### src/rtl/clk_div_monitor.sv
// Measures period and high time of a divided clock sampled on clkIn, locks after
// LOCK_COUNT consecutive good measurements and raises a sticky error on mismatch or stuck input.
module clk_div_monitor #(
  parameter int CNT_W      = 8,
  parameter int LOCK_COUNT = 4,
  parameter int HIGH_TOL   = 1
) (
  input  logic             clkIn,
  input  logic             reset,
  input  logic             enable,
  input  logic             divIn,
  input  logic [CNT_W-1:0] expPeriod,
  input  logic [CNT_W-1:0] expHigh,
  input  logic             clrErr,
  output logic [CNT_W-1:0] measPeriod,
  output logic [CNT_W-1:0] measHigh,
  output logic             measValid,
  output logic             locked,
  output logic             error
);

  localparam logic [CNT_W-1:0] CNT_MAX = '1;
  localparam int               GW      = $clog2(LOCK_COUNT + 1);
  localparam logic [GW-1:0]    LOCK_TGT = GW'(LOCK_COUNT);

  typedef enum logic [2:0] {
    S_IDLE,
    S_WAIT_EDGE,
    S_TRACK,
    S_LOCKED,
    S_ERROR
  } state_t;

  state_t           r_state;
  logic             r_div_q;
  logic [CNT_W-1:0] r_per_cnt;
  logic [CNT_W-1:0] r_high_cnt;
  logic             r_high_done;
  logic [GW-1:0]    r_good_cnt;
  logic [CNT_W-1:0] r_meas_period;
  logic [CNT_W-1:0] r_meas_high;
  logic             r_meas_valid;
  logic             r_locked;
  logic             r_error;

  logic             w_rise;
  logic             w_fall;
  logic [CNT_W-1:0] w_high_val;
  logic [CNT_W-1:0] w_high_abs;
  logic             w_cfg_ok;
  logic             w_good;
  logic             w_per_sat;
  logic [GW-1:0]    w_good_nxt;

  function automatic logic [CNT_W-1:0] sat_inc(input logic [CNT_W-1:0] v);
    return (v == CNT_MAX) ? v : v + 1'b1;
  endfunction

  assign w_rise     = divIn & ~r_div_q;
  assign w_fall     = ~divIn & r_div_q;
  // A period without a falling edge reports the whole period as high time.
  assign w_high_val = r_high_done ? r_high_cnt : r_per_cnt;
  assign w_high_abs = (w_high_val >= expHigh) ? (w_high_val - expHigh) : (expHigh - w_high_val);
  assign w_cfg_ok   = (expPeriod != '0) && (expHigh < expPeriod);
  assign w_good     = w_cfg_ok && (r_per_cnt == expPeriod) && (w_high_abs <= CNT_W'(HIGH_TOL));
  assign w_per_sat  = (r_per_cnt == CNT_MAX);
  assign w_good_nxt = r_good_cnt + 1'b1;

  always_ff @(posedge clkIn or negedge reset) begin
    if (!reset) begin
      r_state       <= S_IDLE;
      r_div_q       <= 1'b0;
      r_per_cnt     <= '0;
      r_high_cnt    <= '0;
      r_high_done   <= 1'b0;
      r_good_cnt    <= '0;
      r_meas_period <= '0;
      r_meas_high   <= '0;
      r_meas_valid  <= 1'b0;
      r_locked      <= 1'b0;
      r_error       <= 1'b0;
    end else begin
      r_div_q      <= divIn;
      r_meas_valid <= 1'b0;
      if (clrErr) r_error <= 1'b0;

      if (!enable) begin
        r_state     <= S_IDLE;
        r_per_cnt   <= '0;
        r_high_cnt  <= '0;
        r_high_done <= 1'b0;
        r_good_cnt  <= '0;
        r_locked    <= 1'b0;
      end else begin
        case (r_state)
          S_IDLE: r_state <= S_WAIT_EDGE;

          S_WAIT_EDGE: begin
            if (w_rise) begin
              r_state     <= S_TRACK;
              r_per_cnt   <= CNT_W'(1);
              r_high_cnt  <= CNT_W'(1);
              r_high_done <= 1'b0;
            end
          end

          S_TRACK, S_LOCKED: begin
            if (w_rise) begin
              r_meas_period <= r_per_cnt;
              r_meas_high   <= w_high_val;
              r_meas_valid  <= 1'b1;
              r_per_cnt     <= CNT_W'(1);
              r_high_cnt    <= CNT_W'(1);
              r_high_done   <= 1'b0;
              if (w_good) begin
                if (r_state == S_TRACK) begin
                  r_good_cnt <= w_good_nxt;
                  if (w_good_nxt == LOCK_TGT) begin
                    r_state  <= S_LOCKED;
                    r_locked <= 1'b1;
                  end
                end
              end else if (r_state == S_TRACK) begin
                r_good_cnt <= '0;
              end else begin
                r_state    <= S_ERROR;
                r_locked   <= 1'b0;
                r_good_cnt <= '0;
                r_error    <= ~clrErr;
              end
            end else if (w_per_sat) begin
              // divIn stuck: no edge within the full counter range.
              r_state    <= S_ERROR;
              r_locked   <= 1'b0;
              r_good_cnt <= '0;
              r_error    <= ~clrErr;
            end else begin
              r_per_cnt <= sat_inc(r_per_cnt);
              if (!r_high_done) begin
                if (w_fall) r_high_done <= 1'b1;
                else        r_high_cnt  <= sat_inc(r_high_cnt);
              end
            end
          end

          S_ERROR: begin
            if (clrErr) begin
              r_state     <= S_WAIT_EDGE;
              r_error     <= 1'b0;
              r_per_cnt   <= '0;
              r_high_cnt  <= '0;
              r_high_done <= 1'b0;
              r_good_cnt  <= '0;
            end
          end

          default: r_state <= S_IDLE;
        endcase
      end
    end
  end

  assign measPeriod = r_meas_period;
  assign measHigh   = r_meas_high;
  assign measValid  = r_meas_valid;
  assign locked     = r_locked;
  assign error      = r_error;

endmodule

### config.mk
export PLATFORM = sky130hd
export DESIGN_NAME = clk_div_monitor
export DESIGN_NICKNAME = d
export VERILOG_FILES = /design/src/rtl/clk_div_monitor.sv
export SDC_FILE = /design/constraint.sdc
export NUM_CORES = 1
export LEC_CHECK = 0
export CAP_MARGIN = 20
export CORE_MARGIN = 2
export CORE_UTILIZATION = 32
export CTS_BUF_LIST = sky130_fd_sc_hd__clkbuf_4 sky130_fd_sc_hd__clkbuf_8
export CTS_CLUSTER_SIZE = 8
export DETAILED_ROUTE_END_ITERATION = 10
export HOLD_SLACK_MARGIN = 0.06
export MAX_ROUTING_LAYER = met4
export SETUP_SLACK_MARGIN = 0.4
export SYNTH_ARGS = -nofsm -noshare
export SYNTH_HDL_FRONTEND = slang
export SYNTH_SLANG_ARGS = --single-unit
### constraint.sdc
create_clock -name clkIn -period 5.2 [get_ports clkIn]
set_input_delay 1.04 -clock clkIn [delete_from_list [all_inputs] [get_ports clkIn]]
set_output_delay 1.04 -clock clkIn [all_outputs]
set_load 0.02 [all_outputs]
=== Word level (Yosys, flattened, before mapping) ===
Index checks and enable logic that the tools add are counted.

* Equality and inequality tests: 25
* Reduce and logical (&&, ||, !) cells: 12
* Add/subtract/negate cells: 5
* Magnitude comparators: 3
* Muxes and demuxes: 59
* Bitwise logic cells: 5

{| class="wikitable"
|+ Operators with widths
! kind !! count
|-
| 8-bit two-way mux || 13
|-
| 8-bit case mux with 3 select lines || 2
|-
| 3-bit two-way mux || 15
|-
| 1-bit two-way mux || 25
|-
| 4-bit != test, second input constant || 6
|-
| 8-bit by 1-bit adder with 8-bit output, second input constant || 2
|-
| 8-bit == test, second input constant || 2
|-
| 8-bit subtractor || 2
|-
| 5-bit != test, second input constant || 3
|-
| 3-bit case mux with 4 select lines || 1
|-
| 8-bit == test || 1
|-
| 8-bit greater-or-equal comparator || 1
|-
| 8-bit by 1-bit <= comparator with 1-bit output, second input constant || 1
|-
| 8-bit less-than comparator || 1
|-
| 4-bit by 3-bit != test with 1-bit output, second input constant || 2
|-
| 4-bit AND reduction || 2
|-
| 8-bit nonzero test || 1
|-
| 7-bit AND reduction || 1
|-
| 3-bit by 2-bit == test with 1-bit output, second input constant || 2
|-
| 3-bit == test, second input constant || 2
|-
| 3-bit by 1-bit != test with 1-bit output, second input constant || 2
|-
| 3-bit != test, second input constant || 2
|-
| 3-bit case mux with 2 select lines || 1
|-
| 6-bit AND reduction || 1
|-
| 13 further kinds || 18
|}

* Word-level logic and storage cells: 120
* Register bits: 43
* Bits of input ports: 21

=== Logic depth before layout (Yosys ltp) ===
* Depth after elaboration: 9
* Gate-level depth with buffers: 13

=== Worst setup path before layout ===
OpenSTA, ideal clock, no wires.

* Path type: reg2reg
* Start: register r_high_done
* End: register r_good_cnt[1]
* Arrival time: 3.211 ns
* Path buffers: 1
* Slack: 1.864 ns
* Setup time: 0.125 ns
* Cell stages (with the launch flop): 12
* Required time: 5.075 ns
* Cells stage by stage: dfrtp_1 -> clkbuf_1 -> mux2i_1 -> inv_1 -> fa_1 -> xor2_1 -> a2111oi_0 -> o21ai_0 -> a2111oi_4 -> a22o_4 -> o21ai_2 -> mux2_4

* Cells in the longest elaborated chain, start to end: 9
* Elaborated cells between the ends (all ways): 13
* Those cells by class: add/sub: 2; order compare: 2; eq/ne: 1; mux: 6; reduce/logical: 2

{| class="wikitable"
|+ RTL lines
! element !! line !! text
|-
| from (decl) || 38 || <nowiki>logic r_high_done;</nowiki>
|-
| from (signal assigned) || 75 || <nowiki>r_high_done <= 1'b0;</nowiki>
|-
| from (signal assigned) || 91 || <nowiki>r_high_done <= 1'b0;</nowiki>
|-
| from (signal assigned) || 103 || <nowiki>r_high_done <= 1'b0;</nowiki>
|-
| 8-bit two-way mux (*) || 62 || <nowiki>assign w_high_val = r_high_done ? r_high_cnt : r_per_cnt;</nowiki>
|-
| via w_high_val[1] || 48 || <nowiki>logic [CNT_W-1:0] w_high_val;</nowiki>
|-
| 8-bit subtractor / 8-bit greater-or-equal comparator (equally long branches) || 63 || <nowiki>assign w_high_abs = (w_high_val >= expHigh) ? (w_high_val - expHigh) : (expHigh - w_high_val);</nowiki>
|-
| 8-bit two-way mux (*) || 63 ||
|-
| 8-bit by 1-bit <= comparator with 1-bit output (*) || 65 || <nowiki>assign w_good = w_cfg_ok && (r_per_cnt == expPeriod) && (w_high_abs <= CNT_W'(HIGH_TOL));</nowiki>
|-
| 1-bit logical AND (*) || 65 ||
|-
| 3-bit two-way mux || 115 || <nowiki>if (w_good) begin</nowiki>
|-
| 3-bit two-way mux || 108 || <nowiki>if (w_rise) begin</nowiki>
|-
| 3-bit case mux with 2 select lines || 95 || <nowiki>case (r_state)</nowiki>
|-
| 3-bit two-way mux || 87 || <nowiki>if (!enable) begin</nowiki>
|-
| to (signal assigned) || 117 || <nowiki>r_good_cnt <= w_good_nxt;</nowiki>
|-
| to (decl) || 39 || <nowiki>logic [GW-1:0] r_good_cnt;</nowiki>
|}

Mark *: on every way through the listed nets, which the timed path passes. The rest lies on a longest branch.
A chain may end at the register's enable or synchronous reset.

=== Worst setup path in the final report ===
* Start: input port expHigh[2]
* End: register r_error, in the netlist error

* Cells in the longest elaborated chain, start to end: 8
* Elaborated cells between the ends (all ways): 13
* Those cells by class: add/sub: 2; order compare: 3; mux: 5; reduce/logical: 3

{| class="wikitable"
|+ RTL lines
! element !! line !! text
|-
| from (decl) || 13 || <nowiki>input logic [CNT_W-1:0] expHigh,</nowiki>
|-
| 8-bit subtractor (tied with other cells) || 63 ||
|-
| 8-bit two-way mux / 1-bit logical AND (equally long branches) || 63, 64 ||
|-
| 8-bit by 1-bit <= comparator with 1-bit output / 1-bit logical AND (equally long branches) || 65 ||
|-
| 1-bit logical AND (*) || 65 ||
|-
| 1-bit two-way mux (*) || 115 ||
|-
| 1-bit two-way mux (*) || 108 ||
|-
| 1-bit case mux with 2 select lines (*) || 95 ||
|-
| 1-bit two-way mux (*) || 87 ||
|-
| to (signal assigned) || 129 || <nowiki>r_error <= ~clrErr;</nowiki>
|-
| to (signal assigned) || 136 || <nowiki>r_error <= ~clrErr;</nowiki>
|-
| to (decl) || 44 || <nowiki>logic r_error;</nowiki>
|}

Every way passes the cells marked *; elsewhere a longest branch is shown, timed or not.

==> impl_metrics.toml <==
[die]
core_area_mm2 = 0.0102
io_pins = 40
fp.dieH_um = 106
row_count = 37
start_util_pct = 32.6
die_w_um = 106
dieArea_mm2 = 0.0113

[timing]
tns_ns = 0
hold_ws_ns = 0.508
period_share_pct = 73.3
period_needed_ns = 3.81
timing.fmax_ghz = 0.262
rsz0062_at_grt = "false"
slew_violations = 0
tightest_slew_ns = 0.958
setup_violations = 0
slew_headroom_pct = 36.1
hold_violations = 0
fin_skew_ns = 0.0115

[worst_setup_path]
crit_chain = "clkdlybuf4s50_1 -> inv_1 -> ha_1 -> a21oi_4 -> a21oi_2 -> or4_4 -> a2111oi_4 -> a22oi_1 -> a311oi_1 -> nor2_1"
worstSetupPathType = "input pin to flop"
cp-end-kind = "flop"
slowest_stage = "clkdlybuf4s50_1"
critPathBufInv = 2
critPathArrivalTime_ns = 3.99
critical_path.top_delay_family = "compound AO/OA/AOI/OAI gates"
startpoint_type = "input pin"
crit_required_ns = 5.38
crit_path_max_incr_delay_ns = 0.55
path_max_fanout = 9

[clock_network]
cts.sinks = 43
clockRootBuffer = "clkbuf_8"
clock_path_buffers = 2
clk_pin_slew_ns = 0.07
htreeDepth = 2
cts_tree = "yes"
cts.repair.resized = 0
cts_made_buffers = 5
cts_hold_buf = 0
post_cts.repair.setup_buffers = 0
insertion_delay_ns = 0.30

[synthesis]
synth_warnings = 0
async_flop_share_pct = 100
seq_area_frac_synth_pct = 32.3
postSynthRegisterBits = 43
netlist_instances = 371
synth_edf_count = 0
synth_ff_type = "dfrtp_1"
syn_nets = 420
syn_area_per_cell_um2 = 8.99
netlist_area_mm2 = 0.00334
ys_types = 60

[routing]
dr.pass1.iters = 5
routedWlPerCell_um = 16.0
vias = 2837
final_antenna_net_count = 0
drtIter0Drc = 207
via_per_inst = 5.25
wl_um = 8660
drcViolationCount = 0

[cells_and_area]
design_area_mm2 = 0.00391
drive_gt1_share_pct = 8.42
nNetsFinal = 452
diodes = 0
syn_to_final_growth_pct = 17.3

[global_routing]
gr-max-usage-layer = "met2"
grt_pass1_vias = 2800
grt.overflow.total = 0
grt_max_degree = 44
met2_usage_pct = 25.0
use_met1_pct = 22.4
grt_use_total_pct = 16.2
grt_first_pass_wirelength_um = 14300
antenna_found_initial = 0
met3_usage_pct = 2.33

[flow_run]
maxCapViolations = 0

[power]
vdd_drop_max_v = 0.000183
total_leakage_power_nw = 1.72
power.density_mw_per_mm2 = 298

[place]
dpl_cell_area_mm2 = 0.00382
place.gp.congestion = 1.07
io_buffers = 39
place_hpwl_um = 6670

[status]
outcome = "finished, final reports clean"

[min_path]
worstHoldPathType = "flop to flop"
==> stage by stage <==
stage	utilization (%)	std cells	setup WS (ns)	total power [W]
finish	38.2	540	1.39	0.00116
global route	38.2	540	1.23	0.00124
CTS	38.2	540	1.39	0.00117
detailed placement	37.4	532	1.09	0.000955
global placement	37.4	532	1.15	0.000950
floorplan	-	371	1.86	0.000780
==> power by group <==
part | leakage, nW | total [W] | switching [W] | internal [W]
Sequential | 0.580 | 0.000467 | 0.0000782 | 0.000389
Combinational | 1.09 | 0.000483 | 0.000270 | 0.000213
Clock | 0.0491 | 0.000215 | 0.000110 | 0.000105
Total | 1.72 | 0.00116 | 0.000458 | 0.000707
==> worst paths after layout <==
check	endpoint	depth (start not counted)	start	slack, ns
max	error$_DFF_PN0_	10	expHigh[2]	1.39
min	measPeriod[4]$_DFFE_PN0P_	1	measPeriod[4]$_DFFE_PN0P_	0.51
max reg2reg	error$_DFF_PN0_	11	r_high_done$_DFFE_PN0P_	1.49
min reg2reg	measPeriod[4]$_DFFE_PN0P_	1	measPeriod[4]$_DFFE_PN0P_	0.51
max in group asynchronous	r_div_q$_DFF_PN0_	1	reset	3.71
min in group asynchronous	measPeriod[3]$_DFFE_PN0P_	1	reset	0.89
==> layout by cell type, fill, tap and decap left out, types with 3 or more instances in the layout <==
| cell type | count |
|---|---|
| dfrtp_1 | 43 |
| clkdlybuf4s50_1 | 38 |
| inv_1 | 37 |
| nor2_1 | 32 |
| ha_1 | 26 |
| nand2_1 | 24 |
| a21oi_1 | 22 |
| xor2_1 | 14 |
| o21ai_0 | 14 |
| mux2i_1 | 10 |
| mux2_2 | 10 |
| nand4_1 | 9 |
| a211oi_1 | 7 |
| nor3_1 | 7 |
| nand2b_1 | 6 |
| nand3_1 | 6 |
| nor2b_1 | 6 |
| nor4_1 | 6 |
| xnor2_1 | 6 |
| and3_1 | 5 |
| and2_1 | 5 |
| clkbuf_8 | 5 |
| o31ai_1 | 4 |
| a31oi_1 | 4 |
| nand3b_1 | 3 |
| a21o_1 | 3 |
| o21bai_1 | 3 |
| nor3b_1 | 3 |
==> cells by family (layout without fill, tap and decap cells) <==
| family | Yosys count | after routing | share of synthesized area, % |
|---|---|---|---|
| and+or+nand+nor | 121 | 121 | 18.8 |
| AOI/OAI and AO/OA | 86 | 86 | 19.4 |
| buffers and inverters | 52 | 85 | 6.53 |
| DFF | 43 | 43 | 32.3 |
| adders and majority gates | 28 | 28 | 11.0 |
| muxes | 21 | 21 | 6.83 |
| xor gates and xnor gates | 20 | 20 | 5.25 |
==> cell type report <==
type,count,area [µm²]
fillers,1031,6320
multi-input cells,276,2040
flip-flops and latches,43,1080
repair buffers,40,393
well taps,136,170
inverters,37,139
clock buffers,7,83.8
clock inverters,1,5.00
==> state kept, by name, indices dropped and copies added (netlist names) <==
register	flops
r_div_q	1
measValid	1
r_state	3
r_high_done	1
measHigh	8
r_high_cnt	8
locked	1
measPeriod	8
r_per_cnt	8
error	1
r_good_cnt	3
==> synthesized netlist by cell type, types with 7 or more instances <==
master / n / area share (%)
nor3_1: 7 / 1.1
xor2_1: 14 / 3.7
dfrtp_1: 43 / 32
ha_1: 26 / 9.8
mux2i_1: 10 / 3.0
o21ai_0: 14 / 2.1
mux2_2: 10 / 3.4
nand4_1: 9 / 1.7
clkbuf_1: 9 / 1.0
a21oi_1: 22 / 3.3
nand2_1: 24 / 2.7
nor2_1: 33 / 3.7
inv_1: 37 / 4.2
a211oi_1: 7 / 1.6
==> per-layer routing <==
layer  routed length (µm)  vias to the layer above  part of all wire [%]
met5                    0                        -                     0
met4                  136                        0                   1.6
met3                  392                       12                   4.5
met2                 3970                       80                    46
met1                 4160                     1363                    48
li1                     -                     1382                     -
No activity file was read; power rests on OpenSTA's default activity.
